<file path="src/rtl/decode_pipe_stage_if.sv">
// rtl/decode_pipe_stage_if.sv - fetch-side and execute-side handshake bundle of the decode stage
interface decode_pipe_stage_if #(
  parameter int XLEN = 32,
  parameter int AW   = 5
);
  logic            in_valid;
  logic            in_ready;
  logic [31:0]     in_instr;
  logic [XLEN-1:0] in_pc;
  logic            out_valid;
  logic            out_ready;
  logic [XLEN-1:0] out_pc;
  logic [XLEN-1:0] out_rs1_data;
  logic [XLEN-1:0] out_rs2_data;
  logic [XLEN-1:0] out_imm;
  logic [6:0]      out_opcode;
  logic [2:0]      out_funct3;
  logic            out_funct7b5;
  logic [AW-1:0]   out_rd;
  logic            out_illegal;

  modport slave (
    input  in_valid, in_instr, in_pc, out_ready,
    output in_ready, out_valid, out_pc, out_rs1_data, out_rs2_data, out_imm,
           out_opcode, out_funct3, out_funct7b5, out_rd, out_illegal
  );

  modport master (
    output in_valid, in_instr, in_pc, out_ready,
    input  in_ready, out_valid, out_pc, out_rs1_data, out_rs2_data, out_imm,
           out_opcode, out_funct3, out_funct7b5, out_rd, out_illegal
  );
endinterface

</file>
<file path="src/rtl/decode_pipe_stage.sv">
// rtl/decode_pipe_stage.sv - RV32 decode stage with register file, forwarding and load-use stall
// Optional EX forwarding is enabled by defining DECODE_FWD_EN.
module decode_pipe_stage #(
  parameter int  XLEN     = 32,
  parameter int  NUM_REGS = 32,
  localparam int AW       = $clog2(NUM_REGS)
) (
  input  logic                 clk,
  input  logic                 rst,
  input  logic                 flush_i,
  input  logic                 ex_rd_wen_i,
  input  logic [AW-1:0]        ex_rd_addr_i,
  input  logic                 ex_is_load_i,
  input  logic [XLEN-1:0]      ex_rd_data_i,
  input  logic                 wb_en_i,
  input  logic [AW-1:0]        wb_addr_i,
  input  logic [XLEN-1:0]      wb_data_i,
  decode_pipe_stage_if.slave   io
);
  localparam logic [6:0] OP_LUI    = 7'b0110111;
  localparam logic [6:0] OP_AUIPC  = 7'b0010111;
  localparam logic [6:0] OP_JAL    = 7'b1101111;
  localparam logic [6:0] OP_JALR   = 7'b1100111;
  localparam logic [6:0] OP_BRANCH = 7'b1100011;
  localparam logic [6:0] OP_LOAD   = 7'b0000011;
  localparam logic [6:0] OP_STORE  = 7'b0100011;
  localparam logic [6:0] OP_IMM    = 7'b0010011;
  localparam logic [6:0] OP_OP     = 7'b0110011;

  logic [XLEN-1:0] rf_q [NUM_REGS];
  logic            out_valid_q;
  logic [XLEN-1:0] pc_q, rs1_data_q, rs2_data_q, imm_q;
  logic [6:0]      opcode_q;
  logic [2:0]      funct3_q;
  logic            funct7b5_q, illegal_q;
  logic [AW-1:0]   rd_q;

  logic [31:0]     instr;
  logic [4:0]      rs1_f, rs2_f, rd_f;
  logic [AW-1:0]   rs1_a, rs2_a;
  logic            use_rs1, use_rs2, wr_rd, known;
  logic [31:0]     imm32;
  logic [XLEN-1:0] rs1_data_d, rs2_data_d, imm_d;
  logic [AW-1:0]   rd_d;
  logic            illegal_d, stall, advance, accept;

  assign instr = io.in_instr;
  assign rs1_f = instr[19:15];
  assign rs2_f = instr[24:20];
  assign rd_f  = instr[11:7];
  assign rs1_a = rs1_f[AW-1:0];
  assign rs2_a = rs2_f[AW-1:0];

  always_comb begin
    use_rs1 = 1'b0;
    use_rs2 = 1'b0;
    wr_rd   = 1'b0;
    known   = 1'b1;
    imm32   = 32'h0;
    case (instr[6:0])
      OP_LUI, OP_AUIPC: begin
        wr_rd = 1'b1;
        imm32 = {instr[31:12], 12'h0};
      end
      OP_JAL: begin
        wr_rd = 1'b1;
        imm32 = {{11{instr[31]}}, instr[31], instr[19:12], instr[20], instr[30:21], 1'b0};
      end
      OP_JALR, OP_LOAD, OP_IMM: begin
        use_rs1 = 1'b1;
        wr_rd   = 1'b1;
        imm32   = {{20{instr[31]}}, instr[31:20]};
      end
      OP_STORE: begin
        use_rs1 = 1'b1;
        use_rs2 = 1'b1;
        imm32   = {{20{instr[31]}}, instr[31:25], instr[11:7]};
      end
      OP_BRANCH: begin
        use_rs1 = 1'b1;
        use_rs2 = 1'b1;
        imm32   = {{19{instr[31]}}, instr[31], instr[7], instr[30:25], instr[11:8], 1'b0};
      end
      OP_OP: begin
        use_rs1 = 1'b1;
        use_rs2 = 1'b1;
        wr_rd   = 1'b1;
      end
      default: known = 1'b0;
    endcase
  end

  // An EX hit is the only source of a hazard; WB is always written through.
  function automatic logic ex_hit(input logic used, input logic [AW-1:0] a);
    return used && (a != '0) && ex_rd_wen_i && (ex_rd_addr_i == a);
  endfunction

  function automatic logic [XLEN-1:0] resolve(input logic used, input logic [AW-1:0] a);
    if (!used || a == '0)
      return '0;
`ifdef DECODE_FWD_EN
    if (ex_hit(used, a) && !ex_is_load_i)
      return ex_rd_data_i;
`endif
    if (wb_en_i && wb_addr_i == a)
      return wb_data_i;
    return rf_q[a];
  endfunction

`ifdef DECODE_FWD_EN
  assign stall = io.in_valid && ex_is_load_i && (ex_hit(use_rs1, rs1_a) || ex_hit(use_rs2, rs2_a));
`else
  assign stall = io.in_valid && (ex_hit(use_rs1, rs1_a) || ex_hit(use_rs2, rs2_a));
  logic unused_fwd;
  assign unused_fwd = ^{ex_rd_data_i, ex_is_load_i};
`endif

  assign rs1_data_d = resolve(use_rs1, rs1_a);
  assign rs2_data_d = resolve(use_rs2, rs2_a);
  assign imm_d      = XLEN'($signed(imm32));
  assign rd_d       = wr_rd ? rd_f[AW-1:0] : '0;
  assign illegal_d  = !known
                   || (use_rs1 && 32'(rs1_f) >= NUM_REGS)
                   || (use_rs2 && 32'(rs2_f) >= NUM_REGS)
                   || (wr_rd   && 32'(rd_f)  >= NUM_REGS);

  assign advance     = !out_valid_q || io.out_ready;
  assign accept      = io.in_valid && !stall;
  assign io.in_ready = flush_i || (advance && !stall);

  always_ff @(posedge clk) begin
    if (rst) begin
      out_valid_q <= 1'b0;
      pc_q        <= '0;
      rs1_data_q  <= '0;
      rs2_data_q  <= '0;
      imm_q       <= '0;
      opcode_q    <= '0;
      funct3_q    <= '0;
      funct7b5_q  <= 1'b0;
      rd_q        <= '0;
      illegal_q   <= 1'b0;
      for (int i = 0; i < NUM_REGS; i++) rf_q[i] <= '0;
    end else begin
      if (wb_en_i && wb_addr_i != '0)
        rf_q[wb_addr_i] <= wb_data_i;
      if (flush_i) begin
        out_valid_q <= 1'b0;
      end else if (advance) begin
        out_valid_q <= accept;
        if (accept) begin
          pc_q       <= io.in_pc;
          rs1_data_q <= rs1_data_d;
          rs2_data_q <= rs2_data_d;
          imm_q      <= imm_d;
          opcode_q   <= instr[6:0];
          funct3_q   <= instr[14:12];
          funct7b5_q <= instr[30];
          rd_q       <= rd_d;
          illegal_q  <= illegal_d;
        end
      end
    end
  end

  assign io.out_valid    = out_valid_q;
  assign io.out_pc       = pc_q;
  assign io.out_rs1_data = rs1_data_q;
  assign io.out_rs2_data = rs2_data_q;
  assign io.out_imm      = imm_q;
  assign io.out_opcode   = opcode_q;
  assign io.out_funct3   = funct3_q;
  assign io.out_funct7b5 = funct7b5_q;
  assign io.out_rd       = rd_q;
  assign io.out_illegal  = illegal_q;
endmodule

</file>
<file path="src/flat_wrapper.sv">
// flat-port wrapper written by rule: the top's interface ports become plain ports
module decode_pipe_stage_flat 
#(
  parameter int  XLEN     = 32,
  parameter int  NUM_REGS = 32,
  localparam int AW       = $clog2(NUM_REGS)
)
  (clk, rst, flush_i, ex_rd_wen_i, ex_rd_addr_i, ex_is_load_i, ex_rd_data_i, wb_en_i, wb_addr_i, wb_data_i, io_in_valid, io_in_instr, io_in_pc, io_out_ready, io_in_ready, io_out_valid, io_out_pc, io_out_rs1_data, io_out_rs2_data, io_out_imm, io_out_opcode, io_out_funct3, io_out_funct7b5, io_out_rd, io_out_illegal);
  decode_pipe_stage_if #(.XLEN(XLEN), .AW((5))) io_i ();
  input  logic clk;
  input  logic rst;
  input  logic flush_i;
  input  logic ex_rd_wen_i;
  input  logic [AW-1:0] ex_rd_addr_i;
  input  logic ex_is_load_i;
  input  logic [XLEN-1:0] ex_rd_data_i;
  input  logic wb_en_i;
  input  logic [AW-1:0] wb_addr_i;
  input  logic [XLEN-1:0] wb_data_i;
  input wire logic [$bits(io_i.in_valid)-1:0] io_in_valid;
  input wire logic [$bits(io_i.in_instr)-1:0] io_in_instr;
  input wire logic [$bits(io_i.in_pc)-1:0] io_in_pc;
  input wire logic [$bits(io_i.out_ready)-1:0] io_out_ready;
  output wire logic [$bits(io_i.in_ready)-1:0] io_in_ready;
  output wire logic [$bits(io_i.out_valid)-1:0] io_out_valid;
  output wire logic [$bits(io_i.out_pc)-1:0] io_out_pc;
  output wire logic [$bits(io_i.out_rs1_data)-1:0] io_out_rs1_data;
  output wire logic [$bits(io_i.out_rs2_data)-1:0] io_out_rs2_data;
  output wire logic [$bits(io_i.out_imm)-1:0] io_out_imm;
  output wire logic [$bits(io_i.out_opcode)-1:0] io_out_opcode;
  output wire logic [$bits(io_i.out_funct3)-1:0] io_out_funct3;
  output wire logic [$bits(io_i.out_funct7b5)-1:0] io_out_funct7b5;
  output wire logic [$bits(io_i.out_rd)-1:0] io_out_rd;
  output wire logic [$bits(io_i.out_illegal)-1:0] io_out_illegal;
  assign io_i.in_valid = io_in_valid;
  assign io_i.in_instr = io_in_instr;
  assign io_i.in_pc = io_in_pc;
  assign io_i.out_ready = io_out_ready;
  assign io_in_ready = io_i.in_ready;
  assign io_out_valid = io_i.out_valid;
  assign io_out_pc = io_i.out_pc;
  assign io_out_rs1_data = io_i.out_rs1_data;
  assign io_out_rs2_data = io_i.out_rs2_data;
  assign io_out_imm = io_i.out_imm;
  assign io_out_opcode = io_i.out_opcode;
  assign io_out_funct3 = io_i.out_funct3;
  assign io_out_funct7b5 = io_i.out_funct7b5;
  assign io_out_rd = io_i.out_rd;
  assign io_out_illegal = io_i.out_illegal;
  decode_pipe_stage #(.XLEN(XLEN), .NUM_REGS(NUM_REGS)) u_core (.clk(clk), .rst(rst), .flush_i(flush_i), .ex_rd_wen_i(ex_rd_wen_i), .ex_rd_addr_i(ex_rd_addr_i), .ex_is_load_i(ex_is_load_i), .ex_rd_data_i(ex_rd_data_i), .wb_en_i(wb_en_i), .wb_addr_i(wb_addr_i), .wb_data_i(wb_data_i), .io(io_i));
endmodule
</file>
<file path="config.mk">
export PLATFORM = sky130hd
export DESIGN_NAME = decode_pipe_stage_flat
export DESIGN_NICKNAME = d
export VERILOG_FILES = /design/src/rtl/decode_pipe_stage_if.sv /design/src/rtl/decode_pipe_stage.sv /design/src/flat_wrapper.sv
export SDC_FILE = /design/constraint.sdc
export NUM_CORES = 2
export LEC_CHECK = 0
export BUFFER_PORTS_ARGS = -buffer_cell sky130_fd_sc_hd__buf_4
export CORE_MARGIN = 2
export CORE_UTILIZATION = 35
export CTS_BUF_LIST = sky130_fd_sc_hd__clkbuf_16
export CTS_CLUSTER_SIZE = 40
export DETAILED_ROUTE_END_ITERATION = 7
export HOLD_SLACK_MARGIN = 0.15
export PLACE_DENSITY = 0.57
export SLEW_MARGIN = 20
export SYNTH_ARGS = -nofsm -noshare
export SYNTH_HDL_FRONTEND = slang
export SYNTH_SLANG_ARGS = --single-unit
</file>
<file path="constraint.sdc">
create_clock -name clk -period 2.4 [get_ports clk]
set_clock_uncertainty 0.05 [all_clocks]
set_input_delay 0.24 -clock clk [delete_from_list [all_inputs] [get_ports clk]]
set_output_delay 0.24 -clock clk [all_outputs]
set_load 0.01 [all_outputs]
</file>
==> reports/qor.json <==
{
  "worst_setup_path": {
    "worstPathArrival_ps": 2970,
    "category_of_the_most_critical_setup_path": "flip-flop to flip-flop",
    "maximum_fanout_along_the_worst_path": 15,
    "required_ps": 3050,
    "critical_path.endpoint_type": "flip-flop",
    "worstSetupStartpointType": "flip-flop"
  },
  "clock_network": {
    "root_buffer_master": "clkbuf_16",
    "cts.reportedPaths.clkPinSlew_ps": 70,
    "tritoncts_num_sinks": 1170,
    "cts_tree": "yes",
    "cts_buffers": 121,
    "clk_latency_ps": 790,
    "ctsLongestPathBuffers": 3,
    "cts_htree_levels": 3
  },
  "drt": {
    "ant_nets": 0,
    "totalWireLength_um": 233000,
    "routed_via_density": 5.87,
    "route.vias.total": 42800,
    "route.detailed.drc": 0,
    "dr.pass1.iters": 6,
    "drt_iter0_drc": 5487,
    "routedWlPerCell_um": 32.0
  },
  "synthesis": {
    "synthCells": 4459,
    "synth.cells.most_frequent": "edfxtp_1, and2_1, mux2i_1, clkbuf_1, mux4_2",
    "synth-edff-count": 1024,
    "syn-mean-instance-area_um2": 13.4,
    "post-synth-top-area-cell": "edfxtp_1",
    "yosys.cell_count.top_type": "edfxtp_1",
    "synth_cell_type_count": 62,
    "yosysWarningCount": 0,
    "syn_area_mm2": 0.0596,
    "synthArstFlopShare_pct": 0,
    "post-synth-top-area-fraction_pct": 51.6,
    "yosysSeqAreaShare_pct": 56.5,
    "top_cells_by_area_in_the_synthesized_netlist": "edfxtp_1, mux4_2, and2_1, mux2i_1, dfxtp_1",
    "synth_top_flop_cell": "edfxtp_1",
    "postSynthRegisterBits": 1170
  },
  "final_layout": {
    "post-route-cell-area_mm2": 0.0731,
    "layout.core_utilization_pct": 43.2,
    "multi_input_comb_area_mm2": 0.0245,
    "post_route_cells_drive_above_1_share_pct": 24.9,
    "finalNetCount": 5096,
    "areaGrowthSynthToFinish_pct": 22.6,
    "post_layout_nonfiller_instances": 7278,
    "layout.filler_cells": 15400,
    "area.sequential_mm2": 0.0337
  },
  "power": {
    "switching_power_mw": 12.5,
    "cellPowerDensity_mw_per_mm2": 662,
    "combPwrFrac_pct": 12.6,
    "max-vdd-ir-drop_v": 0.000698,
    "swShare_pct": 25.8,
    "share_clk_of_total_power_pct": 38.5,
    "leakage_nw": 27.0,
    "cell_internal_pwr_mw": 35.9,
    "pwr-share-seq_pct": 49.0
  },
  "run_status": {
    "status": "finished, final reports clean"
  },
  "grt": {
    "grt_max_degree": 127,
    "grt_first_pass_wirelength_um": 323000,
    "first_global_vias": 42300,
    "number_of_antenna_violations_at_the_first_check_in_global_routing": 19,
    "globalRouteOverflowTotal": 0,
    "groute.usage.overall_pct": 26.3
  },
  "sta": {
    "setup-violations-final": 0,
    "final_period_minus_worst_setup_slack_ps": 2320,
    "slew_worst_pin_ps": 1050,
    "final_count_of_pins_violating_max_slew": 0,
    "rsz0062_at_grt": "false",
    "max_clock_freq_mhz": 430,
    "min_period_over_period_pct": 96.8,
    "final-hold-violation-count": 0,
    "worst_slack_ps": 76.0,
    "relSlewSlack_pct": 29.2
  },
  "placed_design": {
    "place_ws_ps": -276,
    "placed_cell_area_mm2": 0.0680,
    "routabilityCongestion": 0.900,
    "buffer_ports.inserted": 259,
    "dp_hpwl_um": 151000,
    "cell_count_after_placement": 6922
  },
  "flow_run": {
    "drv.max_cap_violation_count": 0
  },
  "floorplan": {
    "number_of_ports_placed_on_the_die_boundary": 293,
    "floorplan.initialDensity_pct": 35.2,
    "die-area_mm2": 0.174,
    "placeableCoreArea_mm2": 0.169,
    "fp-row-count": 151,
    "dieWidth_um": 417,
    "floorplan.die.height_um": 417
  },
  "worst_hold_path": {
    "hold_class": "input port to flip-flop"
  }
}
what timing repair did:
item	in CTS	in global routing
hold endpoints to repair	1166	2
setup buffers	0	3
gates resized for setup	0	3
hold buffers	119	2
setup endpoints to repair	0	8
placed cells by master, fill, tap and decap left out, types with 8 or more instances in the layout:
master / count
buf_12: 159
inv_1: 34
nand3_1: 19
and2_1: 994
nor2_1: 41
inv_2: 8
clkinv_2: 20
mux4_2: 312
xor2_1: 13
dfxtp_1: 146
a22oi_1: 211
o21ai_1: 21
dlygate4sd3_1: 119
o22ai_1: 138
edfxtp_1: 1024
conb_1: 32
a211oi_1: 28
nor3_1: 50
clkbuf_16: 123
buf_4: 505
or2_2: 32
a22o_1: 9
bufinv_16: 8
o21ai_0: 23
clkinv_1: 28
a221oi_1: 13
and3_1: 16
nand4_1: 43
nand3b_1: 13
nand2_1: 205
a21oi_1: 98
nor2_4: 31
mux2_2: 12
mux2i_1: 394
nor4_1: 29
metal layers:
layer | vias up | track usage (%) | wire length (um)
li1 | 17800 | - | -
met1 | 21900 | 32.8 | 87200
met2 | 2468 | 44.1 | 113000
met3 | 581 | 4.31 | 20500
met4 | 2 | 13.1 | 12500
met5 | - | 0 | 7
power by group through the flow:
stage          clock network, mW  registers (mW)  logic, mW
6_report                    18.6            23.7       6.08
5_1_grt                     19.5            23.8       6.27
4_1_cts                     18.8            23.7       6.01
3_5_place_dp                   0            24.1       5.84
3_3_place_gp                   0            24.0       5.83
2_1_floorplan                  0            23.9       3.06
worst max-delay path, stage by stage, from the launching register on:
cell	delay [ps]
dfxtp_1	310
nor2b_1	160
nor4b_2	230
buf_4	160
o21ai_0	80
buf_4	160
nor4bb_4	440
buf_4	240
buf_12	190
a22oi_1	120
nand2_1	120
worst paths after layout:
check | startpoint | end | slack (ps) | cells after the start
worst max-delay path | u_core.io.out_valid | u_core.io.out_rs1_data[0] | 80 | 10
worst min-delay path | io_in_instr[6] | u_core.io.out_imm[0] | 180 | 4
worst max register to register | u_core.io.out_valid | u_core.io.out_rs1_data[0] | 80 | 10
worst min register to register | u_core.io.out_rs1_data[3] | u_core.io.out_rs1_data[3] | 390 | 2
registers in the layout (all words and copies together), names as in the netlist:
name,cells
u_core.io.out_rs2_data,32
u_core.rf_q,1024
u_core.io.out_pc,32
u_core.io.out_rd,5
u_core.io.out_funct7b5,1
u_core.io.out_rs1_data,32
u_core.io.out_opcode,7
u_core.io.out_funct3,3
u_core.io.out_illegal,1
u_core.io.out_valid,1
u_core.io.out_imm,32
through the flow:
stage                     hold slack (ps)  TNS, ps  total power, mW
after floorplan                       267        0             27.0
after CTS                             156        0             48.4
after detailed placement              382    -2750             29.9
final                                 185        0             48.4
after global placement                381    -2980             29.9
after global routing                  190        0             49.6
final cells by class:
cell class | count | area share, %
repair buffers | 788 | 11.3
inverters | 3 | 0.0154
multi-input cells | 2866 | 33.6
clock inverters | 106 | 1.02
clock buffers | 123 | 4.21
diodes | 4 | 0.0137
well taps | 2218 | 3.80
flip-flops and latches | 1170 | 46.1
logic make-up after synthesis:
| kind of cell | synth area share, % |
|---|---|
| AOI/OAI and AO/OA | 6.29 |
| xor gates and xnor gates | 0.294 |
| buffers and inverters | 3.22 |
| DFF | 56.5 |
| muxes | 18.6 |
| other | 0.00629 |
| and+or+nand+nor | 15.0 |
(Power assumes the default switching activity.)
